## src/rtl/iq_rx_pkg.sv

```systemverilog
`default_nettype none
// ============================================================================
// Module      : iq_rx_pkg
// Description : Shared types and constants for the RX IQ frame scheduler.
//               Frame layout, state encoding and the stored frame width.
//               The stored width depends on IQ_RX_RX2_STORE_EN: when it is
//               defined the full 96-bit frame is kept, otherwise only the
//               48-bit RX1 half is kept.
// Revision    : 1.0 - initial release
// ============================================================================
package iq_rx_pkg;

    localparam int IQ_SAMPLE_W = 24;

    typedef enum logic [1:0] {
        IDLE   = 2'd0,
        SETTLE = 2'd1,
        RUN    = 2'd2
    } iq_rx_state_e;

    // Field order gives the packed layout {RX2_I, RX2_Q, RX1_I, RX1_Q}.
    typedef struct packed {
        logic signed [IQ_SAMPLE_W-1:0] rx2_i;
        logic signed [IQ_SAMPLE_W-1:0] rx2_q;
        logic signed [IQ_SAMPLE_W-1:0] rx1_i;
        logic signed [IQ_SAMPLE_W-1:0] rx1_q;
    } iq_frame_t;

    typedef struct packed {
        logic signed [IQ_SAMPLE_W-1:0] rx1_i;
        logic signed [IQ_SAMPLE_W-1:0] rx1_q;
    } iq_rx1_frame_t;

`ifdef IQ_RX_RX2_STORE_EN
    localparam int IQ_FRAME_W = $bits(iq_frame_t);
`else
    localparam int IQ_FRAME_W = $bits(iq_rx1_frame_t);
`endif

endpackage
`default_nettype wire

```

## src/rtl/iq_frame_fifo.sv

```systemverilog
`default_nettype none
// ============================================================================
// Module      : iq_frame_fifo
// Description : Synchronous frame FIFO with synchronous flush.
//               Pointers are one bit wider than the address so full and
//               empty are told apart by the MSB. A write while full is
//               accepted only when a pop happens in the same cycle. Read
//               data is the head entry (combinational from the memory).
// Ports       : clk, rst (async, active-high), i_flush, i_wr_en, i_wr_data,
//               i_rd_en, o_rd_data, o_full, o_empty, o_level
// Revision    : 1.0 - initial release
// ============================================================================
module iq_frame_fifo #(
    parameter int DATA_W = 96,
    parameter int DEPTH  = 16
) (
    input  logic                     clk,
    input  logic                     rst,
    input  logic                     i_flush,
    input  logic                     i_wr_en,
    input  logic [DATA_W-1:0]        i_wr_data,
    input  logic                     i_rd_en,
    output logic [DATA_W-1:0]        o_rd_data,
    output logic                     o_full,
    output logic                     o_empty,
    output logic [$clog2(DEPTH):0]   o_level
);
    localparam int c_AW = $clog2(DEPTH);

    logic [DATA_W-1:0] r_mem [DEPTH];
    logic [c_AW:0]     r_wr_ptr;
    logic [c_AW:0]     r_rd_ptr;
    logic              w_rd_ok;
    logic              w_wr_ok;

    assign o_empty   = (r_wr_ptr == r_rd_ptr);
    assign o_full    = (r_wr_ptr[c_AW] != r_rd_ptr[c_AW]) &&
                       (r_wr_ptr[c_AW-1:0] == r_rd_ptr[c_AW-1:0]);
    assign o_level   = r_wr_ptr - r_rd_ptr;
    assign o_rd_data = r_mem[r_rd_ptr[c_AW-1:0]];

    // A simultaneous pop frees the slot the write needs.
    assign w_rd_ok = i_rd_en && !o_empty;
    assign w_wr_ok = i_wr_en && (!o_full || w_rd_ok);

    always_ff @(posedge clk) begin
        if (w_wr_ok && !i_flush) begin
            r_mem[r_wr_ptr[c_AW-1:0]] <= i_wr_data;
        end
    end

    always_ff @(posedge clk or posedge rst) begin
        if (rst) begin
            r_wr_ptr <= '0;
            r_rd_ptr <= '0;
        end else if (i_flush) begin
            r_wr_ptr <= '0;
            r_rd_ptr <= '0;
        end else begin
            if (w_wr_ok) r_wr_ptr <= r_wr_ptr + 1'b1;
            if (w_rd_ok) r_rd_ptr <= r_rd_ptr + 1'b1;
        end
    end

endmodule
`default_nettype wire

```

## src/rtl/iq_rx_scheduler.sv

```systemverilog
`default_nettype none
// ============================================================================
// Module      : iq_rx_scheduler
// Description : Buffers RX IQ frames between the DDC and the parallel-bus
//               interface. Discards SETTLE_SAMPLES frames after enable or an
//               rx2 change, stores frames in a FIFO and presents one frame
//               per IQ_RX_READ_REQ. Owns the sticky iq_overrun flag and the
//               one-cycle underrun pulse.
// Config      : IQ_RX_RX2_STORE_EN - when defined RX2 samples are stored and
//               presented; when undefined frames are RX1 only and OUT_RX2_*
//               is tied to 0 (rx2 still triggers flush/settle on change).
// Ports       : clk_in, reset_in (async, active-high), enable, rx2,
//               rx_valid, RX1_I/Q, RX2_I/Q, IQ_RX_READ_REQ, overrun_clr,
//               OUT_RX1_I/Q, OUT_RX2_I/Q, in_empty, iq_overrun, underrun,
//               fill_level
// Revision    : 1.0 - initial release
// ============================================================================
module iq_rx_scheduler
    import iq_rx_pkg::*;
#(
    parameter int DEPTH          = 16,
    parameter int SETTLE_SAMPLES = 8
) (
    input  logic                          clk_in,
    input  logic                          reset_in,
    input  logic                          enable,
    input  logic                          rx2,
    input  logic                          rx_valid,
    input  logic signed [IQ_SAMPLE_W-1:0] RX1_I,
    input  logic signed [IQ_SAMPLE_W-1:0] RX1_Q,
    input  logic signed [IQ_SAMPLE_W-1:0] RX2_I,
    input  logic signed [IQ_SAMPLE_W-1:0] RX2_Q,
    input  logic                          IQ_RX_READ_REQ,
    input  logic                          overrun_clr,
    output logic signed [IQ_SAMPLE_W-1:0] OUT_RX1_I,
    output logic signed [IQ_SAMPLE_W-1:0] OUT_RX1_Q,
    output logic signed [IQ_SAMPLE_W-1:0] OUT_RX2_I,
    output logic signed [IQ_SAMPLE_W-1:0] OUT_RX2_Q,
    output logic                          in_empty,
    output logic                          iq_overrun,
    output logic                          underrun,
    output logic [$clog2(DEPTH):0]        fill_level
);
    localparam logic [1:0] c_ST_IDLE   = IDLE;
    localparam logic [1:0] c_ST_SETTLE = SETTLE;
    localparam logic [1:0] c_ST_RUN    = RUN;
    localparam logic [7:0] c_SETTLE_LOAD = 8'(SETTLE_SAMPLES);
    // With no settle samples a (re)load goes straight to RUN.
    localparam logic [1:0] c_ST_LOAD   = (SETTLE_SAMPLES == 0) ? c_ST_RUN : c_ST_SETTLE;

    logic [1:0]            r_state;
    logic [7:0]            r_settle_cnt;
    logic                  r_rx2_d;
    logic                  w_rx2_chg;
    logic                  w_flush;
    logic                  w_wr;
    logic                  w_pop;
    logic                  w_drop;
    logic                  w_full;
    logic                  w_empty;
    logic [IQ_FRAME_W-1:0] w_wr_data;
    logic [IQ_FRAME_W-1:0] w_rd_data;

`ifdef IQ_RX_RX2_STORE_EN
    iq_frame_t w_wr_frame;
    iq_frame_t w_head;
    assign w_wr_frame = '{rx2_i: RX2_I, rx2_q: RX2_Q, rx1_i: RX1_I, rx1_q: RX1_Q};
`else
    iq_rx1_frame_t w_wr_frame;
    iq_rx1_frame_t w_head;
    logic          w_unused_rx2;
    assign w_wr_frame   = '{rx1_i: RX1_I, rx1_q: RX1_Q};
    assign w_unused_rx2 = ^{RX2_I, RX2_Q};
`endif
    assign w_wr_data = w_wr_frame;
    assign w_head    = w_rd_data;

    // rx2 edge only matters once the receive path has left IDLE.
    assign w_rx2_chg = (rx2 != r_rx2_d) && (r_state != c_ST_IDLE);
    assign w_flush   = !enable || w_rx2_chg;
    assign w_wr      = (r_state == c_ST_RUN) && rx_valid && !w_flush;
    assign w_pop     = IQ_RX_READ_REQ && !w_empty;
    assign w_drop    = w_wr && w_full && !w_pop;
    assign in_empty  = w_empty;

    iq_frame_fifo #(
        .DATA_W (IQ_FRAME_W),
        .DEPTH  (DEPTH)
    ) u_fifo (
        .clk       (clk_in),
        .rst       (reset_in),
        .i_flush   (w_flush),
        .i_wr_en   (w_wr),
        .i_wr_data (w_wr_data),
        .i_rd_en   (w_pop),
        .o_rd_data (w_rd_data),
        .o_full    (w_full),
        .o_empty   (w_empty),
        .o_level   (fill_level)
    );

    always_ff @(posedge clk_in or posedge reset_in) begin
        if (reset_in) begin
            r_state      <= c_ST_IDLE;
            r_settle_cnt <= '0;
            r_rx2_d      <= 1'b0;
        end else begin
            r_rx2_d <= rx2;
            if (!enable) begin
                r_state <= c_ST_IDLE;
            end else begin
                case (r_state)
                    c_ST_IDLE: begin
                        r_state      <= c_ST_LOAD;
                        r_settle_cnt <= c_SETTLE_LOAD;
                    end
                    c_ST_SETTLE: begin
                        if (w_rx2_chg) begin
                            r_state      <= c_ST_LOAD;
                            r_settle_cnt <= c_SETTLE_LOAD;
                        end else if (rx_valid) begin
                            // Last discarded frame: the next valid is stored.
                            if (r_settle_cnt <= 8'd1) begin
                                r_state <= c_ST_RUN;
                            end
                            r_settle_cnt <= r_settle_cnt - 8'd1;
                        end
                    end
                    c_ST_RUN: begin
                        if (w_rx2_chg) begin
                            r_state      <= c_ST_LOAD;
                            r_settle_cnt <= c_SETTLE_LOAD;
                        end
                    end
                    default: r_state <= c_ST_IDLE;
                endcase
            end
        end
    end

    always_ff @(posedge clk_in or posedge reset_in) begin
        if (reset_in) begin
            OUT_RX1_I  <= '0;
            OUT_RX1_Q  <= '0;
            underrun   <= 1'b0;
            iq_overrun <= 1'b0;
        end else begin
            underrun <= IQ_RX_READ_REQ && w_empty;
            // A new drop wins over a clear in the same cycle.
            if (w_drop) begin
                iq_overrun <= 1'b1;
            end else if (overrun_clr) begin
                iq_overrun <= 1'b0;
            end
            if (w_pop) begin
                OUT_RX1_I <= w_head.rx1_i;
                OUT_RX1_Q <= w_head.rx1_q;
            end
        end
    end

`ifdef IQ_RX_RX2_STORE_EN
    always_ff @(posedge clk_in or posedge reset_in) begin
        if (reset_in) begin
            OUT_RX2_I <= '0;
            OUT_RX2_Q <= '0;
        end else if (w_pop) begin
            OUT_RX2_I <= rx2 ? w_head.rx2_i : '0;
            OUT_RX2_Q <= rx2 ? w_head.rx2_q : '0;
        end
    end
`else
    assign OUT_RX2_I = '0;
    assign OUT_RX2_Q = '0;
`endif

endmodule
`default_nettype wire

```

## config.mk

```make
export PLATFORM = sky130hd
export DESIGN_NAME = iq_rx_scheduler
export DESIGN_NICKNAME = d
export VERILOG_FILES = /design/src/rtl/iq_rx_pkg.sv /design/src/rtl/iq_frame_fifo.sv /design/src/rtl/iq_rx_scheduler.sv
export SDC_FILE = /design/constraint.sdc
export NUM_CORES = 1
export LEC_CHECK = 0
export ABC_AREA = 1
export BUFFER_PORTS_ARGS = -buffer_cell sky130_fd_sc_hd__buf_2
export CORE_UTILIZATION = 50
export CTS_CLUSTER_SIZE = 28
export DETAILED_ROUTE_END_ITERATION = 16
export GPL_ROUTABILITY_DRIVEN = 0
export PLACE_DENSITY = 0.77
export REMOVE_ABC_BUFFERS = 1
export SYNTH_ARGS = -nofsm -noshare
export SYNTH_HDL_FRONTEND = slang
export SYNTH_HIERARCHICAL = 1
export SYNTH_SLANG_ARGS = --single-unit
```

## constraint.sdc

```tcl
create_clock -name clk_in -period 15.2 [get_ports clk_in]
set_clock_uncertainty 0.15 [all_clocks]
set_input_delay 3.04 -clock clk_in [delete_from_list [all_inputs] [get_ports clk_in]]
set_output_delay 3.04 -clock clk_in [all_outputs]
set_load 0.005 [all_outputs]
```

==> results.md, run 1 <==
- Sum Neg Setup Slack: 0 ps
- Largest cells by area after synthesis: edfxtp_1 (62%), nand2_1 (14%), inv_1 (7.6%)
- Comb power frac: 2.1%
- Count of cell types in the netlist: 29
- Routed vias/inst: roughly 5.1
- Register clock-pin slew on the reported worst setup and hold paths: 60 ps
- RSZ-0062 raised after global routing: no
- Num CTS Buffers: 84
- Leakage power summed over all cells: roughly 19 nW
- Final Worst Setup Slack: between 8000 and 9000 ps
- Kind of launch point of the worst setup path: primary input
- 1st-pass router iterations: 5
- Sink count of the clock tree: approximately 840
- Most frequent standard cell in the layout excluding fill and tap cells: nand2_1
- Type of the worst min-delay path: flop to flop
- Category of the most critical setup path: primary input to flop
- Worst supply voltage drop on vdd: ~83 uV
- # rows: 99
- Vias post-DR: approximately 25,000
- Clock period minus worst slack: around 6500 ps
- Boundary Pins: a little over 200
- Maximum number of pins on one net before global-route repair: ~230
- Top cell type by total area after synthesis: edfxtp_1
- Die span in y: 275 um
- Fraction of final layout cells sized beyond drive strength 1: 7.66%
- Synthesized area per cell: between 9 and 10 um^2
- Buffer cell driving the clock tree root: clkbuf_16
- Layout Area Growth over Synthesis: 9.90%
- Synth Warn #: 6
- Reported net switching power: 0.926 mW
- Maximum net fanout on the critical path: 27
- Core area: 73,500 um^2
- Sequential fraction of the synthesis area: between 60% and 70%
- Final Routed Wirelength: 82,500 um
- Data arrival time of the worst path: roughly 6700 ps
- Highest achievable clock rate: roughly 150 MHz
- Final setup violating endpoints: 0
- Initial Util: just over 50%
- Number of instances resized during post-cts repair: 0
- Port Buf Inserts: 110
- Vias in the first global route: 23,668
- Crit share post-route: 43.0%
- Most used cells in the layout excluding fill and tap cells: nand2_1 (1,368), edfxtp_1 (768), inv_1 (752), nand3_1 (509), buf_2 (110)
- Die Width: between 200 and 300 um
- Critical path data required time: 15,320 ps
- Max-capacitance violation count: 0
- Fill cell count: ~5,800
- Count of hold-fix buffers inserted at cts: 0
- Total power divided by cell area: about 110 nW/um^2
- Total congestion overflow: 0
- Max-slew headroom: 22.2%
- DRT antenna net count: 0
- Fraction of power spent switching nets: approximately a fifth
- Setup repair bufs after CTS: 0
- Post-place setup slack: ~8000 ps
- Final cell utilization of the core: between 50% and 60%
- Insertion delay to the later sink of the worst-skew pair: 640 ps
- Kind of end point of the critical path: flop
- Final routed DRC violation total: 0
- Maximum clock insertion buffer count: 3
- 1st-iter DRT viols: between 2,000 and 2,500
- Synth top area share: 61.8%
- Detail Placement HPWL: 42,300 um
- CTS tree: yes
- Run status: finished, final reports clean
- Global-route wire length before repair: 127,000 um
- Clock network power share: 43.3%
- Routed wire per std cell: around 17 um
- Total of flip-flops plus latches after synthesis: about 840
- Final hold vios: 0
- Overall die area: about 76,000 um^2
- Summed instance area of the synthesized netlist: around 37,000 um^2
- Final-report max-slew violation count: 0
- NumNets Final: 3,961
- Antenna violations before repair: 6
- Total global-route track usage: between 20% and 30%
- Portion of total power attributed to sequential cells: 54.6%
- Total design power: between 4 and 5 mW
- Measured slew at the worst slew-check pin: 1170 ps
- Int Power: 3.73 mW
- Deepest level of the CTS H-tree: 3
- Post-Syn Instances: ~3,800
-- power by group through the flow --
stage | sequential (mW) | clock, mW | combinational [mW]
floorplan | 2.59 | 0 | 0.0440
global placement | 2.59 | 0 | 0.0935
detailed placement | 2.59 | 0 | 0.0977
CTS | 2.54 | 2.04 | 0.0980
global route | 2.55 | 2.13 | 0.112
finish | 2.54 | 2.02 | 0.0967
-- cell families (layout without fill, tap and decap cells) --
group	count (synthesis)	after routing	share of synthesized area (%)
simple gates	1936	1936	21.4
fa+ha+maj	12	12	0.422
other cells	1	50	0.0100
flops	839	839	66.5
compound gates	18	18	0.288
xor+xnor	7	7	0.164
buf+inv	975	1054	11.2
-- per-layer routing --
metal | vias to the layer above | track usage (%) | part of all wire [%]
li1 | 11916 | - | -
met4 | 6 | 9.39 | 3.6
met2 | 1052 | 36.7 | 48
met3 | 203 | 3.32 | 8.5
met5 | - | 0 | 0.038
met1 | 11706 | 28.3 | 40
-- area by class of cell --
cell class / count / area, um^2 / area share, %
Antenna cell: 2 / 5.00 / 0.0122
Clock buffer: 121 / 2360 / 5.76
Clock inverter: 33 / 333 / 0.811
Inverter: 759 / 2870 / 6.99
Multi-Input combinational cell: 2021 / 8610 / 21.0
Sequential cell: 839 / 24800 / 60.6
Tap cell: 959 / 1200 / 2.93
Timing Repair Buffer: 141 / 796 / 1.94
-- stage by stage --
| stage | hold WS (ps) | cell area, um^2 | cells |
|---|---|---|---|
| CTS | 321 | 41000 | 4873 |
| global route | 340 | 41000 | 4875 |
| global placement | 303 | 38300 | 4719 |
| finish | 312 | 41000 | 4875 |
| floorplan | 315 | 36200 | 3619 |
| detailed placement | 305 | 38300 | 4719 |
-- synthesized netlist by cell type --
cell type / number
buf_4: 85
buf_6: 13
ha_1: 11
inv_1: 756
nor2_4: 1
nand2_2: 2
clkbuf_1: 24
xnor2_1: 1
conb_1: 1
buf_2: 86
o21ai_1: 3
edfxtp_1: 768
dfrtp_1: 71
inv_2: 2
nand4_1: 12
nand3_1: 509
nor3_1: 1
nand3_2: 3
buf_1: 8
nor2_2: 1
xor2_1: 6
o21ai_0: 8
inv_4: 1
fa_1: 1
a21boi_2: 1
o21ai_4: 1
a21oi_1: 5
nand2_1: 1368
nor2_1: 39
-- flip-flops by register name (all words and copies together), names as in the netlist --
register and count:
OUT_RX1_Q 24, r_rx2_d 1, iq_overrun 1, u_fifo/r_wr_ptr 5
u_fifo/r_rd_ptr 5, OUT_RX1_I 24, r_state 2, underrun 1
u_fifo/r_mem 768, r_settle_cnt 8
-- worst paths after layout --
kind | from | endpoint | slack [ps] | cells after the start
max in group asynchronous | reset_in | OUT_RX1_Q[0] | 11740 | 3
hold / removal | OUT_RX1_I[2] | OUT_RX1_I[2] | 310 | 2
setup / recovery | rx2 | u_fifo/r_mem[14][18] | 8660 | 11
min in group asynchronous | reset_in | u_fifo/r_wr_ptr[3] | 2270 | 2
setup reg to reg | u_fifo/r_rd_ptr[1] | u_fifo/r_mem[14][18] | 9230 | 13
hold reg to reg | OUT_RX1_I[2] | OUT_RX1_I[2] | 310 | 2
-- worst max-delay path, stage by stage --
cell and delay (ps):
buf_2 120, inv_1 60, nand2_1 50, nand2_1 130
nor2_1 80, inv_1 140, nand2_1 130, inv_1 440
nand3_2 790, nor2_4 1100, buf_4 560
Note: power is estimated with default switching activity, not from simulation.
==> inputs of run 2 (changes only) <==
- PLACE_DENSITY: 0.77 -> 0.8
- clock period: 15.2 -> 5.6 ns (I/O delays scaled with it)
==> run 2 against run 1 <==
  * Worst hold slack got worse by 96 ps
  * Sequential cell count did not move
  * Via count increased by 1.4%
  * Global-route usage up 0.94 points
  * Utilization increased by 0.21 points
  * Die area unchanged
  * Setup slack lost 7100 ps
  * Sequential power grew to 2.7 times the previous value
  * Largest power group unchanged
  * Wire length up 3.7%
==> results.md, run 2 (synthesized netlist as in run 1, its figures left out) <==
- Run status: finished, final reports clean
- Kind of end point of the critical path: flop
- DRT antenna net count: 0
- Number of instances resized during post-cts repair: 0
- Largest delay share family, worst path: simple AND/OR/NAND/NOR gates
- NumNets Final: a little under 4,000
- Final cell utilization of the core: a little under three fifths
- Clock period minus worst slack: 4060 ps
- Final-report max-slew violation count: 0
- Overall die area: 75,700 um^2
- Library cell appearing most often on the critical path: inv_1
- Vias post-DR: between 20,000 and 30,000
- Core area: between 70,000 and 80,000 um^2
- Maximum net fanout on the critical path: 32
- Kind of launch point of the worst setup path: flop
- Worst supply voltage drop on vdd: between 200 and 250 uV
- Critical path data required time: approximately 5800 ps
- Port Buf Inserts: 110
- Final Routed Wirelength: 85,500 um
- Count of placed standard cells including taps: around 4,700
- RSZ-0062 raised after global routing: no
- Final routed DRC violation total: 0
- Layout Area Growth over Synthesis: 10.3%
- Detail Placement HPWL: about 43,000 um
- Num CTS Buffers: between 80 and 90
- Routed wire per std cell: 17.5 um
- Worst R2R Start: u_fifo/r_wr_ptr[0]
- Worst Hold Slack: 217 ps
- Setup repair bufs after CTS: 0
- Data arrival time of the worst path: 4220 ps
- Final Worst Setup Slack: ~1500 ps
- Final hold vios: 0
- Highest achievable clock rate: between 200 and 250 MHz
- Total congestion overflow: 0
- Antenna violations before repair: 10
- Most frequent standard cell in the layout excluding fill and tap cells: nand2_1
- Type of the worst min-delay path: primary input to async pin
- Register clock-pin slew on the reported worst setup and hold paths: 60 ps
- Number of cells on the worst reg-to-reg path: 12
- Crit share post-route: between 70% and 80%
- Largest stage delay, worst path: 840 ps
- Number of gates on the worst path with buffers counted: 12
- Max-capacitance violation count: 0
- Sink count of the clock tree: 839
- Routed vias/inst: a little over 5
- Category of the most critical setup path: flop to flop
- CP max-delay cell: nor2_4
- Buffer cell driving the clock tree root: clkbuf_16
- Number of flip-flops under the largest register name: ~770
- Maximum number of pins on one net before global-route repair: 210
- Fraction of final layout cells sized beyond drive strength 1: approximately 7.9%
- Post-place setup slack: roughly 1200 ps
- Total global-route track usage: 22.8%
- 1st-iter DRT viols: roughly 2,800
- Global-route wire length before repair: 132,000 um
- Count of buffering cells on the critical path with inverters included: 4
- Deepest level of the CTS H-tree: 3
- Measured slew at the worst slew-check pin: between 1000 and 1500 ps
- Sum Neg Setup Slack: 0 ps
- Worst-path cell chain: inv_1, ha_1, nand2_1, nor2_1, nand2_1, inv_1, nor2_4, inv_1, nand3_2, nand3_2, nor2_4, buf_12
- Max-slew headroom: about an eighth
- Initial Util: around 51%
- Insertion delay to the later sink of the worst-skew pair: about 630 ps
- Total power divided by cell area: approximately 300 nW/um^2
- Maximum clock insertion buffer count: 3
- Vias in the first global route: around 24,000
- Final setup violating endpoints: 0
- Boundary Pins: ~210
- Count of hold-fix buffers inserted at cts: 0
- Leakage power summed over all cells: 18.6 nW
- CTS tree: yes
- 1st-pass router iterations: 5
- Final non-filler cell total: 4,885
- # rows: between 90 and 100
- Die span in y: 275 um
- Most used cells in the layout excluding fill and tap cells: nand2_1 (1,368), edfxtp_1 (768), inv_1 (752), nand3_1 (509), buf_2 (110)
- Die Width: 275 um
- Worst setup path startpoint: u_fifo/r_wr_ptr[0]
run 2: changes by cell type in the layout (fill, tap and decap cells not counted), sizes merged:
cell | before | now
diode | 2 | 3
clkinv | 23 | 40
inv | 761 | 763
clkbuf | 121 | 99
bufinv | 5 | 6
buf | 141 | 152
run 2: power breakdown:
group | internal (mW) | switching [mW]
sequential | 6.87 | 0.0289
combinational | 0.0780 | 0.188
clock | 3.07 | 2.32
total | 10.0 | 2.53
run 2: worst paths after layout:
path	endpoint	slack, ps
hold reg to reg	OUT_RX1_Q[15]	310
max in group asynchronous	OUT_RX1_Q[15]	3970
setup reg to reg	u_fifo/r_mem[14][29]	1540
hold / removal	r_settle_cnt[0]	220
min in group clk_in	OUT_RX1_Q[15]	310
setup / recovery	u_fifo/r_mem[14][29]	1540
run 2: cell type report:
cell class	count	area (um^2)
clock inverter	53	448
antenna	3	7.51
sequential	839	24800
clock buffer	99	2180
multi-input combinational	2021	8610
timing repair buffer	152	1020
tap	959	1200
fill	5697	32300
inverter	759	2870
run 2: metrics by stage:
step	total power, mW	cell area [um^2]
global route	12.9	41200
floorplan	7.16	36200
CTS	12.6	41200
finish	12.6	41200
detailed placement	7.30	38500
global placement	7.29	38500
run 2: layer usage:
layer,global-route usage [%],wire length (um),vias up
li1,-,-,11939
met3,4.07,8390,167
met4,8.81,2450,12
met1,29.4,33200,11896
met5,0,60,-
met2,38.4,41400,1227
